<file path="config.mk">
export PLATFORM = sky130hd
export DESIGN_NAME = data_ram_ucode_sequencer
export DESIGN_NICKNAME = d
export VERILOG_FILES = /design/src/rtl/data_ram_ctrl_pkg.sv /design/src/rtl/ucode_delay_line.sv /design/src/rtl/data_ram_ucode_sequencer.sv
export SDC_FILE = /design/constraint.sdc
export NUM_CORES = 1
export LEC_CHECK = 0
export CORE_UTILIZATION = 55
export DETAILED_ROUTE_END_ITERATION = 8
export PLACE_DENSITY = 0.79
export REMOVE_ABC_BUFFERS = 1
export SLEW_MARGIN = 15
export SYNTH_ARGS = -nofsm -noshare
export SYNTH_HDL_FRONTEND = slang
export SYNTH_SLANG_ARGS = --single-unit
</file>
<file path="constraint.sdc">
create_clock -name Clk -period 3.8 [get_ports Clk]
set_input_delay 0.76 -clock Clk [delete_from_list [all_inputs] [get_ports Clk]]
set_output_delay 0.76 -clock Clk [all_outputs]
set_load 0.05 [all_outputs]
</file>
<file path="src/rtl/data_ram_ctrl_pkg.sv">
// Shared types, uCode field layout and per-layer geometry for the data RAM
// uCode sequencer.
package data_ram_ctrl_pkg;

    localparam int unsigned UC_W       = 24;
    localparam int unsigned WIDTH_W    = 9;
    localparam int unsigned DEPTH_W    = 5;
    localparam int unsigned MODE_W     = 9;
    localparam int unsigned LAYER_W    = 3;
    localparam int unsigned NUM_LAYERS = 7;

    localparam int unsigned EN_BIT    = 0;
    localparam int unsigned MODE_LSB  = 1;
    localparam int unsigned DEPTH_LSB = 10;
    localparam int unsigned WIDTH_LSB = 15;

    localparam logic [MODE_W-1:0] MODE_RECEIVER       = 9'h100;
    localparam logic [MODE_W-1:0] MODE_TRANSMITTER    = 9'h080;
    localparam logic [MODE_W-1:0] MODE_CONV1D_1ST     = 9'h040;
    localparam logic [MODE_W-1:0] MODE_MAXPOOL        = 9'h020;
    localparam logic [MODE_W-1:0] MODE_CONV1D_2ND     = 9'h010;
    localparam logic [MODE_W-1:0] MODE_CONV1D_3RD     = 9'h008;
    localparam logic [MODE_W-1:0] MODE_GLOBAL_MAXPOOL = 9'h004;
    localparam logic [MODE_W-1:0] MODE_FC_1ST         = 9'h002;
    localparam logic [MODE_W-1:0] MODE_FC_2ND         = 9'h001;

    localparam int unsigned LAYER_WIDTH [NUM_LAYERS] = '{185, 92, 90, 88, 88, 32, 16};
    localparam int unsigned LAYER_DEPTH [NUM_LAYERS] = '{1, 8, 8, 16, 32, 1, 1};

    typedef struct packed {
        logic [WIDTH_W-1:0] width;
        logic [DEPTH_W-1:0] depth;
        logic [MODE_W-1:0]  mode;
        logic               enable;
    } ucode_t;

    typedef enum logic [2:0] {
        ST_IDLE,
        ST_RX,
        ST_RUN,
        ST_DRAIN,
        ST_DONE
    } seq_state_t;

    // Layer i drives mode bit 6-i.
    function automatic logic [MODE_W-1:0] layer_mode(input logic [LAYER_W-1:0] layer);
        return MODE_CONV1D_1ST >> layer;
    endfunction

    function automatic logic [WIDTH_W-1:0] last_width(input logic [LAYER_W-1:0] layer);
        return WIDTH_W'(LAYER_WIDTH[layer] - 1);
    endfunction

    function automatic logic [DEPTH_W-1:0] last_depth(input logic [LAYER_W-1:0] layer);
        return DEPTH_W'(LAYER_DEPTH[layer] - 1);
    endfunction

endpackage

</file>
<file path="src/rtl/ucode_delay_line.sv">
// Fixed-latency shift register that turns issued read uCodes into the
// matching write uCodes once the PE pipeline has produced the element.
module ucode_delay_line
    import data_ram_ctrl_pkg::*;
#(
    parameter int unsigned PIPE_LAT = 3
) (
    input  logic            Clk,
    input  logic            Reset,
    input  logic [UC_W-1:0] Ucode_In,
    output logic [UC_W-1:0] Ucode_Out,
    output logic            Any_Valid_c
);

    logic [UC_W-1:0] stage [PIPE_LAT];

    always_ff @(posedge Clk or posedge Reset) begin
        if (Reset) begin
            for (int i = 0; i < int'(PIPE_LAT); i++) begin
                stage[i] <= '0;
            end
        end else begin
            stage[0] <= Ucode_In;
            for (int i = 1; i < int'(PIPE_LAT); i++) begin
                stage[i] <= stage[i-1];
            end
        end
    end

    assign Ucode_Out = stage[PIPE_LAT-1];

    // Any in-flight enable means a write-back is still pending.
    always_comb begin
        Any_Valid_c = 1'b0;
        for (int i = 0; i < int'(PIPE_LAT); i++) begin
            Any_Valid_c = Any_Valid_c | stage[i][EN_BIT];
        end
    end

endmodule

</file>
<file path="src/rtl/data_ram_ucode_sequencer.sv">
// Sequences receive, seven compute layers and write-back for the layered
// data RAM bank by emitting read and delayed write uCode words.
module data_ram_ucode_sequencer
    import data_ram_ctrl_pkg::*;
#(
    parameter int unsigned PIPE_LAT = 3,
    parameter int unsigned RX_LEN   = 187
) (
    input  logic               Clk,
    input  logic               Reset,
    input  logic               Start,
    input  logic               Rx_Valid,
    input  logic               Stall,
    output logic [UC_W-1:0]    Data_Read_uCode,
    output logic [UC_W-1:0]    Data_Write_uCode,
    output logic [LAYER_W-1:0] Layer,
    output logic               Busy,
    output logic               Done
);

    localparam logic [LAYER_W-1:0] LAST_LAYER = LAYER_W'(NUM_LAYERS - 1);
    localparam logic [WIDTH_W-1:0] RX_LAST    = WIDTH_W'(RX_LEN - 1);

    seq_state_t         state;
    logic [WIDTH_W-1:0] rx_cnt;
    logic [WIDTH_W-1:0] w_cnt;
    logic [DEPTH_W-1:0] d_cnt;

    logic [UC_W-1:0] rd_next_c;
    logic [UC_W-1:0] wr_fwd_c;
    logic [UC_W-1:0] dl_out;
    logic            dl_any_c;
    ucode_t          dl_uc_c;

    // Read word issued this cycle; also the delay line input so the write
    // trails the read by exactly PIPE_LAT cycles.
    always_comb begin
        rd_next_c = '0;
        if (state == ST_RUN && !Stall) begin
            rd_next_c = {w_cnt, d_cnt, layer_mode(Layer), 1'b1};
        end
    end

    always_comb begin
        dl_uc_c  = ucode_t'(dl_out);
        wr_fwd_c = '0;
        if (dl_uc_c.enable) begin
            wr_fwd_c = {dl_uc_c.width, dl_uc_c.depth, layer_mode(Layer), 1'b1};
        end
    end

    ucode_delay_line #(
        .PIPE_LAT (PIPE_LAT)
    ) u_delay (
        .Clk         (Clk),
        .Reset       (Reset),
        .Ucode_In    (rd_next_c),
        .Ucode_Out   (dl_out),
        .Any_Valid_c (dl_any_c)
    );

    always_ff @(posedge Clk or posedge Reset) begin
        if (Reset) begin
            state            <= ST_IDLE;
            rx_cnt           <= '0;
            w_cnt            <= '0;
            d_cnt            <= '0;
            Data_Read_uCode  <= '0;
            Data_Write_uCode <= '0;
            Layer            <= '0;
            Busy             <= 1'b0;
            Done             <= 1'b0;
        end else begin
            Data_Read_uCode <= rd_next_c;
            Done            <= 1'b0;
            case (state)
                ST_IDLE: begin
                    Data_Write_uCode <= '0;
                    if (Start) begin
                        state  <= ST_RX;
                        Busy   <= 1'b1;
                        rx_cnt <= '0;
                    end
                end
                ST_RX: begin
                    Data_Write_uCode <= '0;
                    if (Rx_Valid) begin
                        Data_Write_uCode <= {rx_cnt, DEPTH_W'(0), MODE_RECEIVER, 1'b1};
                        rx_cnt           <= rx_cnt + WIDTH_W'(1);
                        if (rx_cnt == RX_LAST) begin
                            state <= ST_RUN;
                            Layer <= '0;
                            w_cnt <= '0;
                            d_cnt <= '0;
                        end
                    end
                end
                ST_RUN: begin
                    Data_Write_uCode <= wr_fwd_c;
                    // Depth outer, width inner.
                    if (!Stall) begin
                        if (w_cnt == last_width(Layer)) begin
                            w_cnt <= '0;
                            if (d_cnt == last_depth(Layer)) begin
                                state <= ST_DRAIN;
                            end else begin
                                d_cnt <= d_cnt + DEPTH_W'(1);
                            end
                        end else begin
                            w_cnt <= w_cnt + WIDTH_W'(1);
                        end
                    end
                end
                ST_DRAIN: begin
                    Data_Write_uCode <= wr_fwd_c;
                    if (!dl_any_c) begin
                        if (Layer == LAST_LAYER) begin
                            state <= ST_DONE;
                            Done  <= 1'b1;
                            Busy  <= 1'b0;
                        end else begin
                            state <= ST_RUN;
                            Layer <= Layer + LAYER_W'(1);
                            w_cnt <= '0;
                            d_cnt <= '0;
                        end
                    end
                end
                ST_DONE: begin
                    Data_Write_uCode <= '0;
                    state            <= ST_IDLE;
                end
                default: begin
                    state <= ST_IDLE;
                end
            endcase
        end
    end

endmodule

</file>
==> flow_summary.json <==
{
  "outcome": "completed",
  "swShare": 0.419,
  "dpl_cell_area_um2": 5030,
  "grt_pass1_vias": 3004,
  "dr_wl_met3_um": 482,
  "worst_slack_ps": 274,
  "reg2reg_slack_ps": 270,
  "p_per_area_nw_per_um2": 657,
  "path_clk_slew_ps": 110,
  "avgSynthCellArea_um2": 10.9,
  "grt_pass1_wl_mm": 15.0,
  "highest_layer": "met4",
  "ys.flop_type": "dfrtp_1",
  "ios": 58,
  "routed_wl_mm": 8.94,
  "drt.antenna.violating_nets": 0,
  "ctsResizeCount": 0,
  "r2r_end": "state[1]",
  "switching_power_mw": 1.44,
  "synth_area_leaders": "dfrtp_1 (58%), buf_4 (4.1%), nor2_1 (3.4%), ha_1 (3.3%), nand2_1 (2.7%)",
  "r2r_start": "Layer[1]",
  "fin_area_um2": 5230,
  "diodes": 0,
  "grt_usage": 0.230,
  "yosysTopAreaCellShare": 0.582,
  "rsz0062_at_grt": "false",
  "antenna_found_initial": 0,
  "post_cts_buffers": 0,
  "critPathKind": "register to register",
  "clk_path_buf_depth": 2,
  "comb_power_share": 0.388,
  "p_total_mw": 3.43,
  "yosysSeqAreaShare": 0.582,
  "crit_arrival_ps": 3790,
  "ys_top_cells_by_count": "dfrtp_1 (106), nor2_1 (41), nand2_1 (33)",
  "async_flop_share": 1.00,
  "fill_cells": 611,
  "hp-class": "register to register",
  "clkSinkCount": 106,
  "relSlewSlack": 0.471,
  "cts_tree": "yes",
  "p_leak_nw": 2.49,
  "yosysWarningCount": 0,
  "setup_tns_ps": 0,
  "io_buffers": 54,
  "overflow": 0,
  "clk_latency_ps": 370,
  "syn_to_final_growth_pct": 14.8,
  "fmax_ghz": 0.284,
  "dieWidth_um": 93,
  "hold_viol": 0,
  "synth_edf_count": 0,
  "crit_path_end_kind": "register",
  "finalNonFillerCells": 559,
  "dp_hpwl_mm": 6.30,
  "drv_cap": 0,
  "synthCells": 419,
  "drv_slew": 0,
  "skew_ps": 14.1,
  "cts-htree-levels": 3,
  "worstMarginPinSlew_ps": 794,
  "finalSetupViolations": 0,
  "yosysUniqueCellTypes": 51,
  "met2WireLength_mm": 4.23,
  "crit_fanout": 10,
  "coreArea_um2": 7890,
  "yosysTopAreaCell": "dfrtp_1",
  "drt_iter0_markers": 192,
  "rows": 32,
  "wl_met1_mm": 4.07,
  "crit_path_start": "Layer[1]",
  "critPathLaunchType": "register",
  "irDropWorstVdd_mv": 0.457,
  "drc": 0,
  "first_pass_iters": 5,
  "avgRoutedWirePerCell_um": 16.0,
  "cts_root_buffer": "clkbuf_8",
  "synth.cell_area_um2": 4550,
  "holdWs_ps": 348,
  "clkPwrFrac": 0.196,
  "die_h_um": 93,
  "start_util": 0.577,
  "period_needed_ps": 3530,
  "placed_cells": 543,
  "final_layout_size_suffix_gt1_frac": 0.0613,
  "cp.required_ps": 4060,
  "cp-endpoint": "state[1]",
  "dieArea_um2": 8650,
  "vias": 3135,
  "grt_max_degree": 93,
  "synth_most_common_cell": "dfrtp_1",
  "reg2reg_depth": 11,
  "yosys_register_bits": 106,
  "fin_util": 0.663,
  "p_int_mw": 1.99,
  "dp_worst_setup_slack_ps": 315,
  "nets": 469,
  "cts_made_buffers": 9,
  "vias_per_cell": 5.61,
  "finalCritPeriodShare": 0.928,
  "postCtsHoldBufs": 0,
  "globalplace.congestion": 0.870,
  "p_seq_frac": 0.417
}
==> routing by layer <==
layer,vias up,GRT usage
li1,1488,-
met3,12,0.0439
met2,88,0.346
met1,1547,0.334
met5,-,0
met4,0,0.0910
==> cell families (layout without fill, tap and decap cells) <==
logic type	Yosys count	count (layout)	synth area share
AOI/OAI and AO/OA	71	71	0.106
xor gates and xnor gates	16	16	0.0308
adders and majority gates	12	12	0.0330
buffers and inverters	59	95	0.0701
DFF	106	106	0.582
muxes	2	2	0.00467
other	1	3	0.000823
and+or+nand+nor	152	152	0.172
==> registers in the layout, indices dropped and copies added (netlist names), 3 cells and up <==
| name | cells |
|---|---|
| Data_Write_uCode | 23 |
| state | 3 |
| Layer | 3 |
| u_delay.stage | 37 |
| w_cnt | 9 |
| d_cnt | 5 |
| rx_cnt | 9 |
| u_delay.Ucode_Out | 15 |
==> placed cells by master, fill, tap and decap left out, types with 3 or more instances in the layout <==
master	Yosys	layout
dfrtp_1	106	106
clkdlybuf4s50_1	0	54
nor2_1	41	41
nand2_1	33	33
inv_1	19	18
o21ai_0	18	18
nand3_1	12	12
and2_1	12	12
ha_1	12	12
a21oi_1	11	11
and3_1	10	10
xor2_1	10	10
clkbuf_8	0	10
nor3_1	9	9
a221oi_1	9	9
nor2b_1	7	7
nand4_1	7	7
xnor2_1	6	6
a22o_1	6	6
buf_4	25	6
o22ai_1	5	5
nand2b_1	4	4
a21o_1	4	4
o31ai_1	3	3
or3_1	3	3
conb_1	1	3
==> worst max-delay path, stage by stage (launching register included) <==
cell	delay, ps
dfrtp_1	450
inv_1	130
ha_1	310
nand2b_1	150
ha_1	330
xor2_1	170
o21ai_0	100
or4_4	530
nor4_4	410
nor2_1	250
nor3_1	220
mux2_2	350
==> power groups by stage <==
| stage | clock network, mW | registers (mW) | logic, mW |
|---|---|---|---|
| floorplan | 0 | 1.62 | 0.742 |
| global placement | 0 | 1.44 | 1.30 |
| detailed placement | 0 | 1.45 | 1.32 |
| CTS | 0.688 | 1.43 | 1.33 |
| global route | 0.737 | 1.46 | 1.45 |
| finish | 0.671 | 1.43 | 1.33 |
==> how the worst min path moves through the flow <==
stage                           start                    end  slack, ps  cells past startpoint
finish              u_delay.stage[44]  u_delay.Ucode_Out[20]        350                      0
global route        u_delay.stage[44]  u_delay.Ucode_Out[20]        360                      0
CTS                 u_delay.stage[39]  u_delay.Ucode_Out[15]        350                      0
detailed placement  u_delay.stage[39]  u_delay.Ucode_Out[15]        330                      0
global placement    u_delay.stage[40]  u_delay.Ucode_Out[16]        330                      0
floorplan           u_delay.stage[34]  u_delay.Ucode_Out[10]        330                      0
==> cell type report <==
class | count | area, um2 | area share
tap | 102 | 128 | 0.0244
sequential | 106 | 2650 | 0.508
timing repair buffer | 60 | 586 | 0.112
inverter | 19 | 76.3 | 0.0146
multi-input combinational | 256 | 1590 | 0.304
clock buffer | 10 | 138 | 0.0263
clock inverter | 6 | 56.3 | 0.0108
Power figures use the tool's default switching activity.
